--- src/rtl/x86_insn_header_parser.sv ---
// Byte-serial x86-64 instruction header parser: strips prefixes, resolves 0F, captures ModRM/SIB/disp
// and hands one descriptor per instruction to the opcode-lookup stage through a valid/ready register.
module x86_insn_header_parser #(
  parameter int MAX_LEN = 15
) (
  input  logic         clk,
  input  logic         reset_n,
  input  logic         in_valid,
  output logic         in_ready,
  input  logic [7:0]   in_byte,
  input  logic [255:0] modrm_map1,
  input  logic [255:0] modrm_map2,
  output logic         out_valid,
  input  logic         out_ready,
  output logic         out_lock,
  output logic [1:0]   out_rep,
  output logic [2:0]   out_seg,
  output logic         out_opsz,
  output logic         out_adsz,
  output logic         out_rex_present,
  output logic [3:0]   out_rex,
  output logic         out_esc,
  output logic [7:0]   out_opcode,
  output logic         out_has_modrm,
  output logic [7:0]   out_modrm,
  output logic         out_has_sib,
  output logic [7:0]   out_sib,
  output logic [31:0]  out_disp,
  output logic [3:0]   out_len,
  output logic         out_err
);

  localparam logic [3:0] MaxLen = 4'(MAX_LEN);

  typedef enum logic [2:0] {
    ST_PREFIX,
    ST_ESC,
    ST_MODRM,
    ST_SIB,
    ST_DISP
  } state_e;

  typedef struct packed {
    logic        lock;
    logic [1:0]  rep;
    logic [2:0]  seg;
    logic        opsz;
    logic        adsz;
    logic        rexPresent;
    logic [3:0]  rex;
    logic        esc;
    logic [7:0]  opcode;
    logic        hasModrm;
    logic [7:0]  modrm;
    logic        hasSib;
    logic [7:0]  sib;
    logic [31:0] disp;
  } hdr_t;

  state_e     state_q, state_d;
  hdr_t       acc_q, acc_d;
  logic [3:0] cnt_q, cnt_d;
  logic [2:0] dispLeft_q, dispLeft_d;
  logic       dispIs8_q, dispIs8_d;
  hdr_t       outHdr_q;
  logic [3:0] outLen_q;
  logic       outErr_q;
  logic       outValid_q;

  logic take;
  logic done;
  logic emit;

  assign in_ready = !outValid_q || out_ready;
  assign take     = in_valid && in_ready;

  always_comb begin
    state_d    = state_q;
    acc_d      = acc_q;
    cnt_d      = cnt_q;
    dispLeft_d = dispLeft_q;
    dispIs8_d  = dispIs8_q;
    done       = 1'b0;
    if (take) begin
      cnt_d = cnt_q + 4'd1;
      unique case (state_q)
        ST_PREFIX: begin
          // REX only counts when it is the last byte before the opcode
          if (in_byte inside {8'hF0, 8'hF2, 8'hF3, 8'h26, 8'h2E, 8'h36,
                              8'h3E, 8'h64, 8'h65, 8'h66, 8'h67}) begin
            acc_d.rexPresent = 1'b0;
            acc_d.rex        = 4'd0;
          end
          casez (in_byte)
            8'hF0:        acc_d.lock = 1'b1;
            8'hF2:        acc_d.rep  = 2'b10;
            8'hF3:        acc_d.rep  = 2'b11;
            8'h26:        acc_d.seg  = 3'd1;
            8'h2E:        acc_d.seg  = 3'd2;
            8'h36:        acc_d.seg  = 3'd3;
            8'h3E:        acc_d.seg  = 3'd4;
            8'h64:        acc_d.seg  = 3'd5;
            8'h65:        acc_d.seg  = 3'd6;
            8'h66:        acc_d.opsz = 1'b1;
            8'h67:        acc_d.adsz = 1'b1;
            8'b0100_????: begin
              acc_d.rexPresent = 1'b1;
              acc_d.rex        = in_byte[3:0];
            end
            8'h0F: begin
              acc_d.esc = 1'b1;
              state_d   = ST_ESC;
            end
            default: begin
              acc_d.opcode = in_byte;
              if (modrm_map1[~in_byte]) state_d = ST_MODRM;
              else                      done    = 1'b1;
            end
          endcase
        end
        ST_ESC: begin
          acc_d.opcode = in_byte;
          if (modrm_map2[~in_byte]) state_d = ST_MODRM;
          else                      done    = 1'b1;
        end
        ST_MODRM: begin
          acc_d.modrm    = in_byte;
          acc_d.hasModrm = 1'b1;
          if (in_byte[7:6] == 2'b11) begin
            done = 1'b1;
          end else if (in_byte[2:0] == 3'b100) begin
            state_d = ST_SIB;
          end else if (in_byte[7:6] == 2'b01) begin
            state_d    = ST_DISP;
            dispLeft_d = 3'd1;
            dispIs8_d  = 1'b1;
          end else if (in_byte[7:6] == 2'b10 || in_byte[2:0] == 3'b101) begin
            state_d    = ST_DISP;
            dispLeft_d = 3'd4;
            dispIs8_d  = 1'b0;
          end else begin
            done = 1'b1;
          end
        end
        ST_SIB: begin
          acc_d.sib    = in_byte;
          acc_d.hasSib = 1'b1;
          if (acc_q.modrm[7:6] == 2'b01) begin
            state_d    = ST_DISP;
            dispLeft_d = 3'd1;
            dispIs8_d  = 1'b1;
          end else if (acc_q.modrm[7:6] == 2'b10 || in_byte[2:0] == 3'b101) begin
            state_d    = ST_DISP;
            dispLeft_d = 3'd4;
            dispIs8_d  = 1'b0;
          end else begin
            done = 1'b1;
          end
        end
        ST_DISP: begin
          // disp32 arrives little-endian, so each byte shifts in from the top
          if (dispIs8_q) acc_d.disp = {{24{in_byte[7]}}, in_byte};
          else           acc_d.disp = {in_byte, acc_q.disp[31:8]};
          dispLeft_d = dispLeft_q - 3'd1;
          if (dispLeft_q == 3'd1) done = 1'b1;
        end
        default: state_d = ST_PREFIX;
      endcase
    end
  end

  assign emit = take && (done || cnt_d == MaxLen);

  always_ff @(posedge clk or negedge reset_n) begin
    if (!reset_n) begin
      state_q    <= ST_PREFIX;
      acc_q      <= '0;
      cnt_q      <= 4'd0;
      dispLeft_q <= 3'd0;
      dispIs8_q  <= 1'b0;
    end else if (emit) begin
      state_q    <= ST_PREFIX;
      acc_q      <= '0;
      cnt_q      <= 4'd0;
      dispLeft_q <= 3'd0;
      dispIs8_q  <= 1'b0;
    end else begin
      state_q    <= state_d;
      acc_q      <= acc_d;
      cnt_q      <= cnt_d;
      dispLeft_q <= dispLeft_d;
      dispIs8_q  <= dispIs8_d;
    end
  end

  // Descriptor holds until accepted; a new emit can only occur when the slot is free or draining.
  always_ff @(posedge clk or negedge reset_n) begin
    if (!reset_n) begin
      outHdr_q   <= '0;
      outLen_q   <= 4'd0;
      outErr_q   <= 1'b0;
      outValid_q <= 1'b0;
    end else if (emit) begin
      outHdr_q   <= acc_d;
      outLen_q   <= cnt_d;
      outErr_q   <= !done;
      outValid_q <= 1'b1;
    end else if (outValid_q && out_ready) begin
      outValid_q <= 1'b0;
    end
  end

  assign out_valid       = outValid_q;
  assign out_lock        = outHdr_q.lock;
  assign out_rep         = outHdr_q.rep;
  assign out_seg         = outHdr_q.seg;
  assign out_opsz        = outHdr_q.opsz;
  assign out_adsz        = outHdr_q.adsz;
  assign out_rex_present = outHdr_q.rexPresent;
  assign out_rex         = outHdr_q.rex;
  assign out_esc         = outHdr_q.esc;
  assign out_opcode      = outHdr_q.opcode;
  assign out_has_modrm   = outHdr_q.hasModrm;
  assign out_modrm       = outHdr_q.modrm;
  assign out_has_sib     = outHdr_q.hasSib;
  assign out_sib         = outHdr_q.sib;
  assign out_disp        = outHdr_q.disp;
  assign out_len         = outLen_q;
  assign out_err         = outErr_q;

endmodule

--- config.mk ---
export PLATFORM = sky130hd
export DESIGN_NAME = x86_insn_header_parser
export DESIGN_NICKNAME = d
export VERILOG_FILES = /design/src/rtl/x86_insn_header_parser.sv
export SDC_FILE = /design/constraint.sdc
export NUM_CORES = 1
export LEC_CHECK = 0
export CORE_AREA = 2 2 234 236
export CTS_BUF_LIST = sky130_fd_sc_hd__clkbuf_16
export DETAILED_ROUTE_END_ITERATION = 6
export DIE_AREA = 0 0 236 238
export SYNTH_ARGS = -nofsm -noshare
export SYNTH_HDL_FRONTEND = slang
export SYNTH_SLANG_ARGS = --single-unit
--- constraint.sdc ---
create_clock -name clk -period 2.3 [get_ports clk]
set_input_delay 0.46 -clock clk [delete_from_list [all_inputs] [get_ports clk]]
set_output_delay 0.46 -clock clk [all_outputs]
set_load 0.005 [all_outputs]
==> results <==
==> final cells by class <==
type,instances,area [um^2],area share
repair buffers,841,8763,0.4068
multi-input cells,789,7067,0.3281
flip-flops and latches,161,4029,0.1870
well taps,696,870.8,0.04043
clock buffers,17,425.4,0.01975
clock inverters,15,191.4,0.008887
inverters,43,161.4,0.007493
diodes,13,32.53,0.001510
==> through the flow <==
stage	TNS, ns	worst slack [ns]	power [mW]
2_1_floorplan	-156.74	-1.067	7.309
3_3_place_gp	-242.12	-1.788	10.99
3_5_place_dp	-241.10	-1.817	11.14
4_1_cts	-147.10	-1.002	14.82
5_1_grt	-159.02	-1.087	16.08
6_report	-148.46	-1.020	15.18
==> metal layers <==
metal,global-route usage,vias to the layer above
li1,-,5649
met1,0.2716,6183
met2,0.3789,471
met3,0.03343,71
met4,0.06987,2
met5,0,-
==> synthesized netlist by cell type, drive strengths merged, types with 4 or more instances <==
master	number
a31oi	12
a22o	11
nand4	13
inv	42
a211o	4
mux4	103
o211ai	6
a21oi	116
clkbuf	39
nand3	22
o21ai	18
dfrtp	161
mux2i	135
nand2b	29
nand2	43
nor3b	4
nand3b	4
nor2b	15
nor3	8
and2	6
nor2	145
buf	63
a22oi	36
o221ai	4
==> power breakdown <==
group          leakage, nW  switching (mW)  internal, mW  total [mW]
registers             2.12           0.573          3.73        4.31
clock network        0.298            1.37          1.48        2.85
logic                 6.51            3.35          4.68        8.03
total                 8.93            5.29          9.90        15.2
==> kinds of logic after synthesis <==
group                    Yosys count  synth area share
flip-flops                       161            0.3479
AO/OA/AOI/OAI                    236            0.1277
XOR/XNOR                           6          0.004539
buffers and inverters            145           0.06915
AND/OR/NAND/NOR                  304            0.1230
adder cells (fa/ha/maj)            3          0.003242
multiplexers                     240            0.3245
==> worst register-to-register path: cells and delay by family (launching register included) <==
| family | cells | cell delay [ns] |
|---|---|---|
| AOI/OAI and AO/OA | 4 | 0.77 |
| and+or+nand+nor | 5 | 0.78 |
| DFF | 1 | 0.38 |
| buffers and inverters | 4 | 0.57 |
==> cells in the final DEF, fill, tap and decap left out, types with 14 or more instances in the layout <==
| cell | synthesis | routed |
|---|---|---|
| a21oi_1 | 116 | 100 |
| a21oi_2 | 0 | 16 |
| a22oi_1 | 36 | 31 |
| buf_12 | 2 | 42 |
| buf_4 | 5 | 164 |
| buf_6 | 12 | 15 |
| clkbuf_16 | 0 | 23 |
| clkdlybuf4s50_1 | 0 | 561 |
| dfrtp_1 | 161 | 161 |
| dlygate4sd2_1 | 0 | 15 |
| dlymetal6s2s_1 | 0 | 19 |
| inv_1 | 42 | 42 |
| mux2i_1 | 135 | 133 |
| mux4_2 | 86 | 97 |
| nand2_1 | 43 | 43 |
| nand2b_1 | 29 | 28 |
| nand3_1 | 22 | 20 |
| nor2_1 | 145 | 114 |
| nor2_2 | 0 | 24 |
| nor2b_1 | 15 | 14 |
| o21ai_0 | 17 | 16 |
==> registers in the layout, indices dropped and copies added (netlist names), 4 cells and up <==
name	count
out_opcode	8
out_len	4
out_disp	32
out_rex	4
acc_q	72
out_sib	8
cnt_q	4
out_modrm	8
==> repair_timing <==
item,4_1_cts,5_1_grt
endpoints found under the setup margin,161,161
pin swaps,17,6
gates resized for setup,104,59
gates cloned,8,7
buffers inserted,18,11
hold buffers,1,0
endpoints found under the hold margin,44,0
==> worst max path at each step <==
stage                    end  cells after the start  slack, ns       start
2_1_floorplan  dispLeft_q[2]                     14      -1.07  in_byte[0]
3_3_place_gp   dispLeft_q[2]                     16      -1.79  in_byte[3]
3_5_place_dp   dispLeft_q[2]                     16      -1.82  in_byte[3]
4_1_cts            dispIs8_q                     16      -1.00  in_byte[0]
5_1_grt           out_rex[3]                     16      -1.09  in_byte[0]
6_report        out_modrm[7]                     17      -1.02  in_byte[0]
==> key figures <==
Final layout
  – Number of fill cells: 5203
  – Layout Nets: 2380
  – Area Overhead vs Synth: 86.02%
  – Fin area: 21540 um^2
  – Share of layout cells above drive strength 1: 0.2417
  – Fin util: 0.4027
  – Cell Count, Final, Fillers Out: approximately 2600

Timing
  – Unrepaired setup endpoints after global routing: true
  – Final setup margin: -1.020 ns
  – Final Cycle Share: 1.444
  – Fmax: approximately 300 MHz
  – Fin. Hold Viols: 0
  – Hold WS: 0.4898 ns
  – Worst slew pin tran: 0.6064 ns
  – Max Slew Vio Count: 0
  – Clk_skew: approximately 0.025 ns
  – Period minus WS final: 3.320 ns
  – Normalized max-slew margin: 0.5842
  – Setup Viol. Count Final: 161

Clocking
  – CTS Sinks: 161
  – H-tree Lvls: 4
  – CTS buffer count: 17
  – Max Buffers Root-to-Sink: 2
  – Clk root buf: clkbuf_16
  – Clk Latency, worst-skew pair: 0.44 ns
  – CTS tree: done
  – CTS clock-pin slew for the worst setup and hold paths: 0.07 ns

Synth
  – Synth Flop Type: dfrtp_1
  – Synthesized instance count: 1095
  – Average size of a mapped cell: ~11 um^2
  – Synth area leaders: dfrtp_1, mux4_2, mux2i_1
  – #FFs+latches synth: about 160
  – Ys async rst share: 1.000
  – Share of the synthesized area in the top cell type: 0.3479
  – Synth cell types: 63
  – Syn. warnings: 0
  – Mapped Area: 11580 um^2
  – EDFF count, synth: 0
  – Synth area leader: dfrtp_1
  – Part of the Yosys area used for sequential elements: 0.3479
  – Syn nets: 1622

Critical path
  – Worst Setup Path Type: input pin to flip-flop
  – Reg2reg start: state_q[2]
  – CP required: 2.64 ns
  – Worst r2r path cells: 13
  – CP max stage delay: between 0.5 and 0.6 ns
  – Family with the most delay on the worst path: compound AO/OA/AOI/OAI gates
  – Crit path max fanout: 8
  – Crit-path slowest cell: or4_4
  – Element type at the critical path end: flip-flop
  – CP startpoint kind: input pin
  – Crit path cell chain: buf_16 > buf_8 > buf_6 > buf_6 > mux4_2 > a22oi_2 > a2111oi_2 > or4_4 > a311oi_4 > nand3_4 > o21ai_4 > o31a_4 > buf_12 > buf_12 > buf_8 > nor2_1 > a21oi_1
  – Arrival time of the worst setup path: 3.66 ns
  – CP Buf/Inv Count: 7
  – Worst R2R Setup Slack: -0.30 ns
  – RR Endpoint: out_modrm[7]

Die
  – Die height: approximately 240 um
  – Initial Util: 0.2165
  – Num rows: 85
  – Die Wd: 236 um
  – IO Pins: 603
  – Die area: roughly 56000 um^2
  – Core area: roughly 53000 um^2

Outcome
  – Failing checks: setup timing
  – Status: finished, violations left

Detailed routing
  – Detailed Route Iter0 Violations: approximately 720
  – Post-Route WL: 62.59 mm
  – Via count: between 10000 and 15000
  – Wire length on met2: 31.18 mm
  – Residual DRC: 0
  – Vias per cell: 4.806
  – Wire length per cell: 24.31 um
  – Met3 Routed Length: 3.288 mm
  – WL met1: between 20 and 30 mm
  – Routed Antenna Nets: 0
  – Max Used Layer: met5
  – DR pass1 iterations: 5

Global routing
  – Initial antenna violation count: 20
  – Vias in the first global route: 13306
  – Total track usage: 0.2160
  – Overflow after GRT: 0
  – First-pass GRT wire length: 88.44 mm
  – Largest net degree at the start of global routing: 54

Place
  – GPL Wtd Cong: 0.9383
  – DP Area: ~20000 um^2
  – DP HPWL: 51.80 mm
  – Number of cells after detailed placement: between 2000 and 2500
  – # port buffers: 602

Worst hold path
  – Hold Startpoint: out_err
  – Hold WC Path Type: flip-flop to flip-flop
  – Hold EP: out_err
  – Hold path depth: 1

Flow run
  – Max-Cap Viols: 0

Pwr
  – Worst vdd ir: 519.3 uV
  – Pwr dens: between 700 and 800 nW/um^2
  – Leakage: 8.930 nW
Note: power is estimated with default switching activity, not from simulation.
